--- config.mk ---
export PLATFORM = sky130hd
export DESIGN_NAME = cblock_cfg_loader
export DESIGN_NICKNAME = d
export VERILOG_FILES = /design/src/rtl/cblock_cfg_loader.sv
export SDC_FILE = /design/constraint.sdc
export NUM_CORES = 1
export LEC_CHECK = 0
export BUFFER_PORTS_ARGS = -buffer_cell sky130_fd_sc_hd__clkbuf_2
export CAP_MARGIN = 20
export CORE_UTILIZATION = 40
export DETAILED_ROUTE_END_ITERATION = 10
export GPL_TIMING_DRIVEN = 0
export PLACE_DENSITY = 0.66
export SYNTH_ARGS = -nofsm -noshare
export SYNTH_HDL_FRONTEND = slang
export SYNTH_SLANG_ARGS = --single-unit
--- constraint.sdc ---
create_clock -name clk -period 2.45 [get_ports clk]
set_input_delay 0.6125 -clock clk [delete_from_list [all_inputs] [get_ports clk]]
set_output_delay 0.6125 -clock clk [all_outputs]
set_load 0.005 [all_outputs]
--- src/rtl/cblock_cfg_loader.sv ---
// Serial-to-parallel config loader for a row of latch-based Cblock tiles.
// A frame is assembled MSB first, then written through setup/pulse/hold windows.
module cblock_cfg_loader #(
  parameter  int NUM_TILES = 4,
  parameter  int FRAME_W   = 18,
  parameter  int SETUP_CYC = 1,
  parameter  int WR_CYC    = 2,
  parameter  int HOLD_CYC  = 1,
  localparam int TIDX_W    = (NUM_TILES > 1) ? $clog2(NUM_TILES) : 1
) (
  input  logic                 clk,
  input  logic                 rst,
  input  logic                 start,
  input  logic                 cfg_valid,
  input  logic                 cfg_data,
  output logic                 cfg_ready,
  output logic [FRAME_W-1:0]   bits_o,
  output logic [NUM_TILES-1:0] wr_en_o,
  output logic [TIDX_W-1:0]    tile_idx,
  output logic                 busy,
  output logic                 done
);

  localparam int CNT_MAX0 = (FRAME_W > SETUP_CYC) ? FRAME_W : SETUP_CYC;
  localparam int CNT_MAX1 = (WR_CYC > HOLD_CYC) ? WR_CYC : HOLD_CYC;
  localparam int CNT_MAX  = (CNT_MAX0 > CNT_MAX1) ? CNT_MAX0 : CNT_MAX1;
  localparam int CNT_W    = $clog2(CNT_MAX + 1);

  typedef enum logic [2:0] {IDLE, SHIFT, SETUP, WRITE, HOLD, DONE} state_t;

  state_t             state, state_n;
  logic [CNT_W-1:0]   cnt, cnt_n;
  logic [TIDX_W-1:0]  tile_n;
  logic [FRAME_W-1:0] sreg, sreg_n;
  logic               load;

  assign cfg_ready = (state == SHIFT);

  always_comb begin
    state_n = state;
    cnt_n   = cnt;
    tile_n  = tile_idx;
    sreg_n  = sreg;
    load    = 1'b0;
    case (state)
      IDLE: begin
        if (start) begin
          state_n = SHIFT;
          cnt_n   = '0;
          tile_n  = '0;
        end
      end
      SHIFT: begin
        if (cfg_valid) begin
          sreg_n = {sreg[FRAME_W-2:0], cfg_data};
          if (cnt == CNT_W'(FRAME_W - 1)) begin
            // bits_o takes the frame including the bit arriving this edge
            load    = 1'b1;
            state_n = SETUP;
            cnt_n   = '0;
          end else begin
            cnt_n = cnt + CNT_W'(1);
          end
        end
      end
      SETUP: begin
        if (cnt == CNT_W'(SETUP_CYC - 1)) begin
          state_n = WRITE;
          cnt_n   = '0;
        end else begin
          cnt_n = cnt + CNT_W'(1);
        end
      end
      WRITE: begin
        if (cnt == CNT_W'(WR_CYC - 1)) begin
          state_n = HOLD;
          cnt_n   = '0;
        end else begin
          cnt_n = cnt + CNT_W'(1);
        end
      end
      HOLD: begin
        if (cnt == CNT_W'(HOLD_CYC - 1)) begin
          cnt_n = '0;
          if (tile_idx == TIDX_W'(NUM_TILES - 1)) begin
            state_n = DONE;
          end else begin
            state_n = SHIFT;
            tile_n  = tile_idx + TIDX_W'(1);
          end
        end else begin
          cnt_n = cnt + CNT_W'(1);
        end
      end
      DONE:    state_n = IDLE;
      default: state_n = IDLE;
    endcase
  end

  // Outputs are registered from next-state so wr_en_o/busy/done line up with the state.
  always_ff @(posedge clk) begin
    if (rst) begin
      state    <= IDLE;
      cnt      <= '0;
      tile_idx <= '0;
      sreg     <= '0;
      bits_o   <= '0;
      wr_en_o  <= '0;
      busy     <= 1'b0;
      done     <= 1'b0;
    end else begin
      state    <= state_n;
      cnt      <= cnt_n;
      tile_idx <= tile_n;
      sreg     <= sreg_n;
      if (load) bits_o <= sreg_n;
      wr_en_o  <= (state_n == WRITE) ? (NUM_TILES'(1) << tile_n) : '0;
      busy     <= (state_n != IDLE);
      done     <= (state_n == DONE);
    end
  end

endmodule

==> run metrics, run 1 <==
outcome=finished, final reports clean; worst path required time=between 1.5 and 2 ns; Row Count=26; Clock power frac=0.393; Hold Vio Cnt, Final=0; chip width=74.7 microns; clock latency reported for the late side of the worst-skew pair=0.31 ns; post-layout min period=~2.0 ns; setup TNS=0 ns; Clock Tree Root=clkbuf_8; GRT overflow=0; CTS tree=done; CTS Hold Bufs=0; Slew headroom=0.650; Post-Route WL=just over 4 mm; clock-pin slew of the registers on the worst-case setup and hold paths=0.09 ns; routed len/inst=12.1 microns; first-pass GRT wire length=6.74 mm; initial antenna violation count=0; dpl hpwl=2.88 mm; asr flop ratio synth=0; share of layout cells above drive strength 1=0.215; Max Clk Rate=0.509 GHz; Lkg Pwr=1.10 nW; top cells by area, synth=dfxtp_1 (48%), mux2i_1 (9.0%), nand2_1 (6.4%), a21oi_1 (5.4%), nor2_1 (4.8%); R2R depth=7; Max rail drop VDD=0.281 mV; largest net degree at the start of global routing=17; postcts setup bufs=0; Routed Antenna Nets=0; first-iteration detailed-routing DRC count=68; Mapped Area=2110 sq um; CP arrival=1.35 ns; synth cell count leaders=dfxtp_1 (51), nand2_1 (36), nor2_1 (27); PortBufs=30; Cell variety after synth=42; Layout Area Growth over Synthesis=17.0%; Setup crit end kind=output pin; Hold Path Class=reg2reg; final worst-path cycle share=0.802; die height=74.7 microns; yosys warns=0; FILL cells=508; #FFs+latches synth=51; sequential cell fraction of total power=0.537; max-cap violations=0; post-synthesis sequential area ratio=0.483; syn avg cell area=9.31 sq um; post-synthesis net count=235; Setup Viol. Count Final=0; Pint=1.21 mW; Post-synth top flop=dfxtp_1; placed insts=327; post_cts resized=0; max-slew violation count=0; Synth top area share=0.483; DR DRC count=0; final non-filler cell total=335; CTS max path bufs=2; end point of the critical path=cfg_ready; Post-synth EDFFs=0; RSZ-0062 raised after global routing=false; CP startpoint=state[0]; 1st-pass router iterations=4; Comb power frac=0.070; sw frac=0.227; Final nets=272; Vias/cell=around 4.9; placer congestion estimate=0.814; vias in the first global route=1438; total inserted antenna cells=0; worst setup path class=reg2out; R2R Path End=wr_en_o[2]; Crit Path Max Fanout=10; Clock Skews=0.00802 ns; via count=1640; IO Count=32; biggest area consumer among synthesized cells=dfxtp_1; H-tree Lvls=2; Pwr Density=634 nW/um^2; CTS buffer count=5; Die ar.=5580 sq um; Tot GR Track Use=0.162; Initial Utilization=0.414; startpoint types=flop; CORE AREA=5110 sq um; Synth Instances=227; # clock sinks=51; dominant cell by count in the synthesized netlist=dfxtp_1; Worst R2R Setup Slack=0.56 ns; Slew @ Worst Pin=0.523 ns; Reg2Reg Launch Point=cnt[1]; sw power=~360 uW
cell type report:
type	instances	area, sq um	area share
sequential	51	1020	0.413
inverter	7	26.3	0.0106
tap	70	87.6	0.0354
clock inverter	2	38.8	0.0157
buffer	16	86.3	0.0349
multi-input combinational	153	980	0.396
clock buffer	6	82.6	0.0334
timing repair buffer	30	150	0.0607
power by group through the flow:
stage	clock, mW	combinational [mW]	sequential (mW)
5_1_grt	0.669	0.124	0.844
6_report	0.617	0.109	0.842
3_3_place_gp	0	0.108	0.861
4_1_cts	0.638	0.111	0.842
2_1_floorplan	0	0.0816	0.860
3_5_place_dp	0	0.110	0.862
metal layers:
metal  up-vias  share of wire  GRT usage
li1        846              -          -
met1       764           0.48      0.204
met2        24           0.48      0.259
met3         6          0.029     0.0469
met4         0          0.017     0.0692
met5         -              0          0
worst max-delay path: stages, from the launching register on:
cell and delay, ns:
dfxtp_1 0.39, buf_2 0.22, nor3b_1 0.28, clkbuf_2 0.17
worst min path at each step:
stage	startpoint	to	slack (ns)	cells past startpoint
2_1_floorplan	sreg[16]	sreg[16]	0.44	2
3_3_place_gp	sreg[16]	sreg[16]	0.45	2
3_5_place_dp	sreg[16]	sreg[16]	0.46	2
4_1_cts	sreg[0]	sreg[1]	0.47	2
5_1_grt	sreg[5]	sreg[6]	0.49	2
6_report	sreg[5]	sreg[6]	0.47	2
flip-flops by register name, summed over array words and instances (netlist names):
| register | count |
|---|---|
| cnt | 5 |
| wr_en_o | 4 |
| sreg | 17 |
| tile_idx | 2 |
| state | 3 |
| bits_o | 18 |
| done | 1 |
| busy | 1 |
cells in the final DEF (no fill, tap or decap), types with 2 or more instances in the layout:
cell type / instances
dfxtp_1: 51
o211ai_1: 2
or3_1: 4
buf_2: 6
ha_1: 3
buf_6: 2
nand2_1: 36
nand3_1: 4
xnor2_1: 2
mux2i_1: 19
o21ai_1: 2
and4bb_1: 2
nor2_1: 27
buf_1: 2
inv_1: 7
a21oi_1: 23
o21ai_0: 4
clkbuf_8: 6
clkbuf_2: 30
nor4b_2: 2
clkbuf_1: 5
a21o_1: 2
cell families (layout without fill, tap and decap cells):
group / count (synthesis) / count (layout) / share of synthesized area
AOI/OAI and AO/OA: 41 / 41 / 0.126
xor gates and xnor gates: 3 / 3 / 0.0124
adders and majority gates: 3 / 3 / 0.0178
buffers and inverters: 23 / 61 / 0.0533
DFF: 51 / 51 / 0.483
muxes: 19 / 19 / 0.0900
and+or+nand+nor: 87 / 87 / 0.217
per-stage QoR:
stage	cell area, sq um	hold WS [ns]	worst slack, ns	utilization	power (mW)
after floorplan	2110	0.436	0.615	-	0.942
after global placement	2350	0.454	0.296	0.460	0.969
after detailed placement	2350	0.460	0.278	0.460	0.972
after CTS	2470	0.474	0.457	0.484	1.59
after global routing	2470	0.489	0.386	0.484	1.64
final	2470	0.470	0.484	0.484	1.57
Power figures use the tool's default switching activity.
==> inputs of run 2 (changes only) <==
==> constraint.sdc (replaced) <==
create_clock -name clk -period 1.85 [get_ports clk]
set_input_delay 0.4625 -clock clk [delete_from_list [all_inputs] [get_ports clk]]
set_output_delay 0.4625 -clock clk [all_outputs]
set_load 0.005 [all_outputs]
==> run 2 against run 1 <==
Effect of this change: clock power rose by 33%; global-route usage about the same; register-to-register slack lost 0.54 ns; combinational power up 68%; non-clock buffer count rose by 9; clock skew is essentially flat; largest cell class is now multi-input combinational cells.
==> run metrics, run 2 (same netlist as run 1, synthesis figures left out) <==
outcome=finished, final reports clean; Routed Antenna Nets=0; Slew @ Worst Pin=0.519 ns; placed instance area=2350 sq um; Tot GR Track Use=0.162; leading cell types in the layout, fill and taps excluded=dfxtp_1 (49), nand2_1 (36), clkbuf_2 (30); Vias/cell=4.89; share of layout cells above drive strength 1=0.274; CTS Hold Bufs=0; post-layout min period=1.83 ns; Clock Tree Root=clkbuf_8; # clock sinks=51; leading cell type in the layout, fill and taps excluded=dfxtp_1; PortBufs=30; Hold Path Class=in2reg; Clock Skews=0.00820 ns; CTS max path bufs=2; clock-pin slew of the registers on the worst-case setup and hold paths=about 0.090 ns; IO Count=32; Setup crit end kind=flop; CP arrival=2.04 ns; Max Clk Rate=roughly 0.55 GHz; routed len/inst=~12 microns; H-tree Lvls=2; die height=74.7 microns; Max rail drop VDD=0.375 mV; initial antenna violation count=0; sw power=490 uW; cell area after layout=2630 sq um; Initial Utilization=0.414; vias in the first global route=1453; first-pass GRT wire length=6.72 mm; sw frac=0.231; Reg with most FFs=bits_o; CTS buffer count=5; CTS tree=done; Pwr Density=806 nW/um^2; final worst-path cycle share=0.987; Setup Viol. Count Final=0; via count=1682; CORE AREA=5110 sq um; Cells on Worst Hold Path=3; max-slew violation count=0; largest net degree at the start of global routing=17; 1st-pass router iterations=4; total inserted antenna cells=0; DR DRC count=0; chip width=about 75 microns; PnR worst setup slack=0.0250 ns; top flop regs=bits_o: 18 flops, sreg: 17 flops, cnt: 5 flops; Tot Pwr=between 2 and 2.5 mW; worst setup path class=reg2reg; DP Worst Slack=-0.172 ns; GRT overflow=0; FILL cells=between 400 and 500; Lkg Pwr=1.17 nW; Die ar.=between 5000 and 6000 sq um; sequential cell fraction of total power=0.526; Hold Worst Slack=roughly 0.4 ns; Pint=1.63 mW; Post-Route WL=approximately 4.3 mm; Row Count=26; register area=1020 sq um; clock latency reported for the late side of the worst-skew pair=0.31 ns; Hold Vio Cnt, Final=0; startpoint types=flop; Final nets=approximately 280; Multi-input gate area=~1000 sq um; Finished Core Util=0.515; Slew headroom=0.654; placer congestion estimate=approximately 0.81; max FFs per register=18; max-cap violations=0; Comb power frac=0.087; worst path required time=2.07 ns; Crit Path Max Fanout=7; R2R depth=8; Clock power frac=0.387; first-iteration detailed-routing DRC count=84; dpl hpwl=2.88 mm; Layout Area Growth over Synthesis=24.5%
-- run 2: cell count changes in the layout (fill, tap and decap cells not counted), sizes merged --
cell    delta
buf        +7
clkbuf     +2
-- run 2: per-layer routing --
metal	track usage	vias up	routed length, microns
met3	0.0428	6	101
met4	0.0755	0	65
met1	0.202	790	2000
met5	0	-	0
li1	-	863	-
met2	0.261	23	2090
-- run 2: what timing repair did --
| item | 4_1_cts | 5_1_grt |
|---|---|---|
| endpoints found under the setup margin | 14 | 24 |
| resized for setup | 3 | 18 |
| pin swaps | 2 | 6 |
| buffers inserted | 3 | 6 |
-- run 2: critical path, cell delays in order, from the launching register on --
cell	delay, ns
dfxtp_2	0.35
inv_1	0.09
ha_1	0.17
nor4b_4	0.20
buf_6	0.17
o21ai_1	0.09
o211a_4	0.29
buf_4	0.14
nor4_2	0.22
-- run 2: cell type report --
cell class | count | share of cell area
Clock buffer | 6 | 0.0314
Sequential cell | 51 | 0.389
Inverter | 7 | 0.00999
Buffer | 16 | 0.0385
Timing Repair Buffer | 39 | 0.0842
Tap cell | 70 | 0.0333
Clock inverter | 2 | 0.0147
Multi-Input combinational cell | 153 | 0.399
-- run 2: path summary, 6_finish.rpt --
kind | from | endpoint | slack [ns]
hold reg to reg | sreg[16] | sreg[16] | 0.47
hold / removal | cfg_data | sreg[0] | 0.40
setup reg to reg | cnt[0] | wr_en_o[3] | 0.02
setup / recovery | cnt[0] | wr_en_o[3] | 0.02
-- run 2: through the flow --
stage	instances	setup TNS, ns
floorplan	227	0
global placement	327	-1.47
detailed placement	327	-1.64
CTS	338	0
global route	344	-0.0406
finish	344	0
-- run 2: power by group through the flow --
stage	logic, mW	clock network, mW	registers, mW
floorplan	0.108	0	1.14
global placement	0.143	0	1.14
detailed placement	0.145	0	1.14
CTS	0.149	0.845	1.12
global route	0.202	0.886	1.12
finish	0.183	0.821	1.12
